[config.mk]
export PLATFORM = sky130hd
export DESIGN_NAME = sync_fifo_ctl
export DESIGN_NICKNAME = d
export VERILOG_FILES = /design/src/rtl/sync_fifo_ctl.sv
export SDC_FILE = /design/constraint.sdc
export NUM_CORES = 1
export LEC_CHECK = 0
export ABC_AREA = 0
export CAP_MARGIN = 5
export CELL_PAD_IN_SITES_DETAIL_PLACEMENT = 0
export CELL_PAD_IN_SITES_GLOBAL_PLACEMENT = 1
export CORE_ASPECT_RATIO = 1.4
export CORE_MARGIN = 2
export CORE_UTILIZATION = 30
export CTS_CLUSTER_SIZE = 24
export DETAILED_ROUTE_END_ITERATION = 10
export DONT_BUFFER_PORTS = 1
export PLACE_DENSITY = 0.51
export SLEW_MARGIN = 25
export SYNTH_ARGS = -nofsm -noshare
export SYNTH_HDL_FRONTEND = slang
export SYNTH_SLANG_ARGS = --single-unit
[constraint.sdc]
create_clock -name clk -period 3.6 [get_ports clk]
set_input_delay 0.72 -clock clk [delete_from_list [all_inputs] [get_ports clk]]
set_output_delay 0.72 -clock clk [all_outputs]
set_load 0.01 [all_outputs]
[src/rtl/sync_fifo_ctl.sv]
// ----------------------------------------------------------------------------
// sync_fifo_ctl
//
// Single-clock parametrised FIFO with programmable almost-full/almost-empty
// thresholds, a live occupancy count and sticky overflow/underflow flags.
// The read port can be first-word fall-through (FALLTHROUGH="TRUE") or
// registered (FALLTHROUGH="FALSE").
//
// Ports:
//   clk        clock, all logic on the rising edge
//   rst        synchronous reset, active-high
//   winc       write request, accepted when the FIFO is not full
//   wdata      write data
//   wfull      FIFO holds DEPTH entries
//   awfull     level >= AWFULL_LVL
//   rinc       read request, accepted when the FIFO is not empty
//   rdata      read data (head word in fall-through mode; registered
//              copy of the last read word otherwise)
//   rempty     FIFO holds no entries
//   arempty    level <= AREMPTY_LVL
//   level      current occupancy, 0..DEPTH
//   overflow   sticky: write attempted while full
//   underflow  sticky: read attempted while empty
//   err_clr    clears overflow/underflow (a coincident new error wins)
// ----------------------------------------------------------------------------
module sync_fifo_ctl #(
   parameter int DSIZE       = 8,
   parameter int ASIZE       = 4,
   parameter     FALLTHROUGH = "TRUE",
   parameter int AWFULL_LVL  = (1 << ASIZE) - 1,
   parameter int AREMPTY_LVL = 1
) (
   input  logic             clk,
   input  logic             rst,
   input  logic             winc,
   input  logic [DSIZE-1:0] wdata,
   output logic             wfull,
   output logic             awfull,
   input  logic             rinc,
   output logic [DSIZE-1:0] rdata,
   output logic             rempty,
   output logic             arempty,
   output logic [ASIZE:0]   level,
   output logic             overflow,
   output logic             underflow,
   input  logic             err_clr
);

   localparam int DEPTH = 1 << ASIZE;

   localparam logic [ASIZE:0] DEPTH_L   = DEPTH[ASIZE:0];
   localparam logic [ASIZE:0] AWFULL_L  = AWFULL_LVL[ASIZE:0];
   localparam logic [ASIZE:0] AREMPTY_L = AREMPTY_LVL[ASIZE:0];
   localparam logic [ASIZE:0] LVL_ONE   = {{ASIZE{1'b0}}, 1'b1};

   // Reject illegal configurations while elaborating.
   if (AWFULL_LVL < 1 || AWFULL_LVL > DEPTH) begin : g_bad_awfull
      $error("sync_fifo_ctl: AWFULL_LVL=%0d outside 1..%0d", AWFULL_LVL, DEPTH);
   end
   if (AREMPTY_LVL < 0 || AREMPTY_LVL > DEPTH - 1) begin : g_bad_arempty
      $error("sync_fifo_ctl: AREMPTY_LVL=%0d outside 0..%0d", AREMPTY_LVL, DEPTH - 1);
   end
   if (FALLTHROUGH != "TRUE" && FALLTHROUGH != "FALSE") begin : g_bad_mode
      $error("sync_fifo_ctl: FALLTHROUGH must be \"TRUE\" or \"FALSE\"");
   end

   logic [DSIZE-1:0] mem [DEPTH];

   // Pointers carry one extra wrap bit; only the low ASIZE bits address mem.
   logic [ASIZE:0]   wptr;
   logic [ASIZE:0]   rptr;
   logic [ASIZE-1:0] waddr;
   logic [ASIZE-1:0] raddr;
   logic             wa;
   logic             ra;
   logic [ASIZE:0]   level_nxt;

   assign waddr = wptr[ASIZE-1:0];
   assign raddr = rptr[ASIZE-1:0];

   // Acceptance uses the registered flags, so a full FIFO rejects a write
   // even when a read drains an entry in the same cycle.
   assign wa = winc & ~wfull;
   assign ra = rinc & ~rempty;

   // NOTE: level_nxt is assigned a default before any condition so every
   // path drives it and no latch is inferred.
   always_comb begin
      level_nxt = level;
      if (wa && !ra) begin
         level_nxt = level + LVL_ONE;
      end else if (ra && !wa) begin
         level_nxt = level - LVL_ONE;
      end
   end

   // NOTE: sequential state is updated with non-blocking assignments so all
   // registers sample the pre-edge values regardless of statement order.
   always_ff @(posedge clk) begin
      if (rst) begin
         wptr      <= '0;
         rptr      <= '0;
         level     <= '0;
         wfull     <= 1'b0;
         awfull    <= 1'b0;
         rempty    <= 1'b1;
         arempty   <= 1'b1;
         overflow  <= 1'b0;
         underflow <= 1'b0;
      end else begin
         if (wa) wptr <= wptr + LVL_ONE;
         if (ra) rptr <= rptr + LVL_ONE;
         level   <= level_nxt;
         // Flags come from the next level so they line up with level itself.
         wfull   <= (level_nxt == DEPTH_L);
         rempty  <= (level_nxt == '0);
         awfull  <= (level_nxt >= AWFULL_L);
         arempty <= (level_nxt <= AREMPTY_L);
         // A new error in the same cycle as err_clr keeps the flag set.
         overflow  <= (winc & wfull)  | (overflow  & ~err_clr);
         underflow <= (rinc & rempty) | (underflow & ~err_clr);
      end
   end

   // NOTE: storage has no reset; contents are only reachable through the
   // pointers, which reset, so stale words are never observed.
   always_ff @(posedge clk) begin
      if (wa && !rst) begin
         mem[waddr] <= wdata;
      end
   end

   if (FALLTHROUGH == "TRUE") begin : g_fwft
      // Head word is visible with no latency; meaningless while rempty=1.
      assign rdata = mem[raddr];
   end else begin : g_reg
      logic [DSIZE-1:0] rdata_q;

      always_ff @(posedge clk) begin
         if (rst) begin
            rdata_q <= '0;
         end else if (ra) begin
            rdata_q <= mem[raddr];
         end
      end

      assign rdata = rdata_q;
   end

endmodule

==> results of run 1 <==
[cell usage after synthesis, types with 3 or more instances]
cell type,n
edfxtp_1,128
a22oi_1,3
a21oi_1,4
mux4_2,12
buf_1,4
nand2_1,11
clkbuf_1,3
nor2_1,34
buf_6,4
xnor2_1,5
dfxtp_1,23
inv_1,6
ha_1,7
mux4_1,28
xor2_1,7
[per-stage QoR]
step / setup WS [ns] / instances / instance area [µm²] / total power [mW]
6_report: 0.352 / 596 / 6990 / 4.31
5_1_grt: 0.242 / 596 / 6990 / 4.48
2_1_floorplan: 1.28 / 306 / 6020 / 2.46
4_1_cts: 0.292 / 596 / 6990 / 4.37
3_3_place_gp: 0.773 / 564 / 6390 / 2.56
3_5_place_dp: 0.748 / 564 / 6390 / 2.56
[layout make-up]
| class | instances | area, µm² | share of cell area, % |
|---|---|---|---|
| timing repair buffer | 19 | 143 | 2.04 |
| multi-input combinational | 136 | 1600 | 22.9 |
| sequential | 151 | 4310 | 61.6 |
| clock buffer | 18 | 429 | 6.14 |
| tap | 252 | 315 | 4.51 |
| inverter | 6 | 22.5 | 0.322 |
| clock inverter | 14 | 171 | 2.45 |
[logic make-up (layout without fill, tap and decap cells)]
| logic type | after synthesis | after routing | share of synthesized area (%) |
|---|---|---|---|
| flip-flops | 151 | 151 | 71.4 |
| AND/OR/NAND/NOR | 62 | 62 | 4.82 |
| multiplexers | 41 | 41 | 16.9 |
| buffers and inverters | 19 | 57 | 1.93 |
| AO/OA/AOI/OAI | 14 | 14 | 1.74 |
| XOR/XNOR | 12 | 12 | 1.74 |
| adder cells (fa/ha/maj) | 7 | 7 | 1.45 |
[per-layer routing]
layer,vias to the layer above,share of wire [%]
li1,1294,-
met1,1506,40
met2,65,53
met3,10,5.3
met4,0,1.1
met5,-,0
[registers in the layout, summed over array words and instances (netlist names), named ones only]
| signal | count |
|---|---|
| arempty | 1 |
| overflow | 1 |
| wptr | 4 |
| awfull | 1 |
| rptr | 4 |
| rempty | 1 |
| wfull | 1 |
| level | 5 |
| underflow | 1 |
| mem | 128 |
[worst register-to-register path, cell delays in order, from the launching register on]
cell and delay, ns:
dfxtp_1 0.36, nor2b_1 0.13, buf_4 0.19, nand2_1 0.14
nor2_1 0.75
[path summary, 6_finish.rpt]
path	cells after the start	end	slack, ns	from
setup / recovery	3	rdata[4]	0.35	register
hold / removal	1	underflow	0.36	rst
setup reg to reg	4	mem[14][4]	1.65	wfull
hold reg to reg	2	rptr[1]	0.50	rptr[1]
[power by group through the flow]
stage | clock network [mW] | registers, mW | logic (mW)
6_report | 1.80 | 2.04 | 0.470
3_5_place_dp | 0 | 2.08 | 0.483
3_3_place_gp | 0 | 2.08 | 0.478
4_1_cts | 1.84 | 2.04 | 0.485
5_1_grt | 1.91 | 2.05 | 0.519
2_1_floorplan | 0 | 2.04 | 0.422
==> metrics.md, run 1 <==
| Metric | Value |
|---|---|
| CTS tree | done |
| Routed Antenna Nets | 0 |
| IO Count | 32 |
| CP startpoint kind | register |
| Critical Path Slowest Stage Cell | dfxtp_2 |
| Critical path class | register to primary output |
| Mapped cell area | 6020 µm² |
| Cells after synthesis | 306 |
| Routing usage on met1 | 14.8% |
| Port Buf Inserts | 0 |
| Largest net degree at the start of global routing | 33 |
| Crit end category | primary output |
| Core Area | 19,800 µm² |
| Die footprint | 21,200 µm² |
| Final Slew Violations | 0 |
| Ant. Diodes | 0 |
| Site row count | 61 |
| Setup TNS Final | 0 ns |
| Final nets | 351 |
| DRC viols | 0 |
| Top cell type's share of synthesized area | 63.8% |
| Max-cap violation count | 0 |
| Least-Margin Pin Slew | 0.963 ns |
| Rel. slew slack | 35.5% |
| Leakage power | 2.29 nW |
| Period Utilization, post-route | 90.2% |
| Clk sinks | 151 |
| Ys Warns | 0 |
| Top Family by Delay on Critical Path | multiplexers |
| Num CTS Buffers | 17 |
| Vias in the first global route | 2,965 |
| Reg clk slew, reported paths | 0.06 ns |
| Commonest non-fill, non-tap cell in the layout | edfxtp_1 |
| Synthesized net count | 326 |
| Number of gates resized after cts | 0 |
| CTS root buf | clkbuf_16 |
| Initial antenna violation count | 0 |
| Sequential Power Share | 47.3% |
| GPL Wtd Cong | 0.707 |
| Power Density | 616 nW/µm² |
| Skew-Pair Late Insertion Delay | 0.42 ns |
| Met3 GRT Util | 4.28% |
| Final Critical Period | 3.25 ns |
| Hold Slack | 0.361 ns |
| Share of layout cells above drive strength 1 | 19.2% |
| Seq cells post-synth | 151 |
| Final Core Density | 35.4% |
| GR Util met2 | 22.5% |
| Data arrival, critical path | 2.53 ns |
| Area grow syn2layout | 16.0% |
| CP peak stage delay | 0.63 ns |
| GR peak layer | met2 |
| Final WL | 12.9 mm |
| First-pass GRT wire length | 18.8 mm |
| Hold Path Class | primary input to register |
| H-tree levels | 4 |
| Vias per inst | 4.82 |
| Initial Utilization | 30.5% |
| Internal power | 3.30 mW |
| Die H | 172 µm |
| Switching Share | 23.5% |
| Worst vdd ir | 0.000326 V |
| CP Buf/Inv Count | 1 |
| Horiz. Die Dim | 124 µm |
| Clock power share | 41.8% |
| Final hold viol count | 0 |
| Setup Viol. Count Final | 0 |
| Drt initial violations | 259 |
| EDFF count, synth | 128 |
| Crit-path cells | buf_4 -> mux4_1 -> mux4_2 |
| FILL cells | 1,836 |
| CP max FO | 15 |
| Buffers from clock root to sink, at most | 2 |
| Grt ovf | 0 |
| Avg Cell Area, Syn | 19.7 µm² |
| Post-CTS Repair Setup Buffers | 0 |
| Most frequent cells in the layout | edfxtp_1 (128), nor2_1 (34), mux4_1 (28) |
| Synth top area cells | edfxtp_1 (64%), mux4_1 (12%), dfxtp_1 (7.6%), mux4_2 (4.5%), nor2_1 (2.1%) |
| Status | finished, final reports clean |
| Cell taking the most area after synthesis | edfxtp_1 |
| Worst Clk Skew | 0.00873 ns |
| Post-CTS Hold Buffers | 0 |
| Logic pwr share | 10.9% |
| Post-synth ARST share | 0% |
| Primary FF master, synth | edfxtp_1 |
| Via count | 2,875 |
| RSZ-0062 raised after global routing | false |
| Netlist cell types | 37 |
| Register area share after synthesis | 71.4% |
| Fmax | 308 MHz |
| Total Routing Usage GR | 12.9% |
| WL/cell | 21.7 µm |
| Sw Pwr | 1.01 mW |
| First-pass DRT Iterations | 4 |
| DP HPWL | 8.45 mm |
| Req. time, crit path | 2.88 ns |
Power figures use the tool's default switching activity.
==> run 2: changes to the inputs <==
--- a/config.mk
+++ b/config.mk
@@ -6,7 +6,7 @@
 export NUM_CORES = 1
 export LEC_CHECK = 0
 export ABC_AREA = 0
-export CAP_MARGIN = 5
+export CAP_MARGIN = 0
 export CELL_PAD_IN_SITES_DETAIL_PLACEMENT = 0
 export CELL_PAD_IN_SITES_GLOBAL_PLACEMENT = 1
 export CORE_ASPECT_RATIO = 1.4
==> results of run 2 <==
The final DEF is identical to that of run 1; final timing and power are the same.
==> RTL change, RTL diff (config.mk and constraints of run 1) <==
`ASIZE`: 4 -> 2.
--- a/src/rtl/sync_fifo_ctl.sv
+++ b/src/rtl/sync_fifo_ctl.sv
@@ -25,7 +25,7 @@
 // ----------------------------------------------------------------------------
 module sync_fifo_ctl #(
    parameter int DSIZE       = 8,
-   parameter int ASIZE       = 4,
+   parameter int ASIZE       = 2,
    parameter     FALLTHROUGH = "TRUE",
    parameter int AWFULL_LVL  = (1 << ASIZE) - 1,
    parameter int AREMPTY_LVL = 1
Interface: changed (resized level); port bits go from 32 to 30. No check against the original RTL was run, so the function may have changed too.
==> RTL change against run 1 <==
- wire length decreased by 75%
- critical endpoint is now rdata[1]
- synthesized area decreased by 68%
- design area decreased by 69%
- worst setup slack improved by 0.93 ns
- clock power decreased by 75%
- sequential cell count decreased by 104
- register-to-register slack improved by 0.08 ns
- total power decreased by 71%
==> RTL change: results (changes against run 1) <==
Clk pin slew, worst setup/hold paths 0.08 ns (was 0.06 ns); synth top area cells edfxtp_1 49%, dfxtp_1 15%, mux4_2 9.2%, ha_1 3.8%, nor2_1 2.1% (was edfxtp_1 64%, mux4_1 12%, dfxtp_1 7.6%, mux4_2 4.5%, nor2_1 2.1%); Slew HR 0.627 (was 0.355); hold_ws 0.483 ns (was 0.361 ns); Worst VDD drop 224 uV (was 326 uV); DRT Wirelength 3.22 mm (was 12.9 mm); Top delay family on crit path flip-flops (was multiplexers); maximum fanout along the worst path 8 (was 15); H-tree level count 2 (was 4); skew final 0.00972 ns (was 0.00873 ns); placed cell areas 2000 sq um (was 6390 sq um); Root Driver clkbuf_8 (was clkbuf_16); Tot GR Track Use 0.0994 (was 0.129); R2R Path Start level[0] (was wfull); post-synthesis instance total 122 (was 306); XOR/XNOR share of the synthesized area 0.0262 (was 0.0174); reg2reg setup slack 1.73 ns (was 1.65 ns); First DRT Iteration DRCs 83 (was 259); Reg2Reg Depth 5 (was 4); dpl ws 1.56 ns (was 0.748 ns); largest net degree at the start of global routing 16 (was 33); biggest regs mem: 32 flops, level: 3 flops (was mem: 128 flops, level: 5 flops); layout cells sized above 1 0.200 (was 0.192); Lkg Pwr 0.726 nW (was 2.29 nW); TritonCTS buffer count 5 (was 17); CP max stage cell dfxtp_1 (was dfxtp_2); dpl hpwl 2.27 mm (was 8.45 mm); sequential fraction of the synthesis area 0.645 (was 0.714); Clk Latency, worst-skew pair 0.30 ns (was 0.42 ns); Critical Path AT 1.60 ns (was 2.53 ns); GPL Wtd Cong 0.737 (was 0.707); commonest cells in the synthesized netlist 32 x edfxtp_1, 15 x dfxtp_1, 11 x nor2_1 (was 128 x edfxtp_1, 34 x nor2_1, 28 x mux4_1); number of enable flip-flop cells after synthesis 32 (was 128); first-pass GRT wire length 5.22 mm (was 18.8 mm); Hold EP wfull (was underflow); adder-cell area share of the yosys netlist 0.0384 (was 0.0145); fin cells 197 (was 596); # nets final 143 (was 351); Inst Count DP 189 (was 564); status finished clean (unchanged); area fraction in compound gates after synthesis 0.0467 (was 0.0174); mux contribution to synthesized area 0.113 (was 0.169); reg2reg end wfull (was mem[14][4])
==> RTL change: layer usage <==
metal	global-route usage	up-vias	wire length [microns]
li1	-	450	-
met1	0.101	481	1250
met2	0.174	31	1680
met3	0.0344	5	224
met4	0.0566	0	63
met5	0	-	0
==> RTL change: how the worst max path moves through the flow <==
stage	to	slack (ns)	cells past startpoint
global route	rdata[1]	1.14	1
finish	rdata[1]	1.28	1
global placement	rdata[4]	1.59	1
detailed placement	rdata[1]	1.56	1
CTS	rdata[1]	1.22	1
floorplan	rdata[0]	1.80	2
==> RTL change: final cells by class <==
cell class              instances  area, sq um
clock buffers                   6         72.6
well taps                      72         90.1
clock inverters                 2         60.1
fillers                       600         4120
flip-flops and latches         47         1260
inverters                       7         26.3
multi-input cells              63          624
==> RTL change: power by group <==
group          switching, W  internal (W)  leakage [nW]
Clock              0.000174      0.000278        0.0654
Sequential        0.0000406      0.000613         0.414
Combinational     0.0000821     0.0000786         0.247
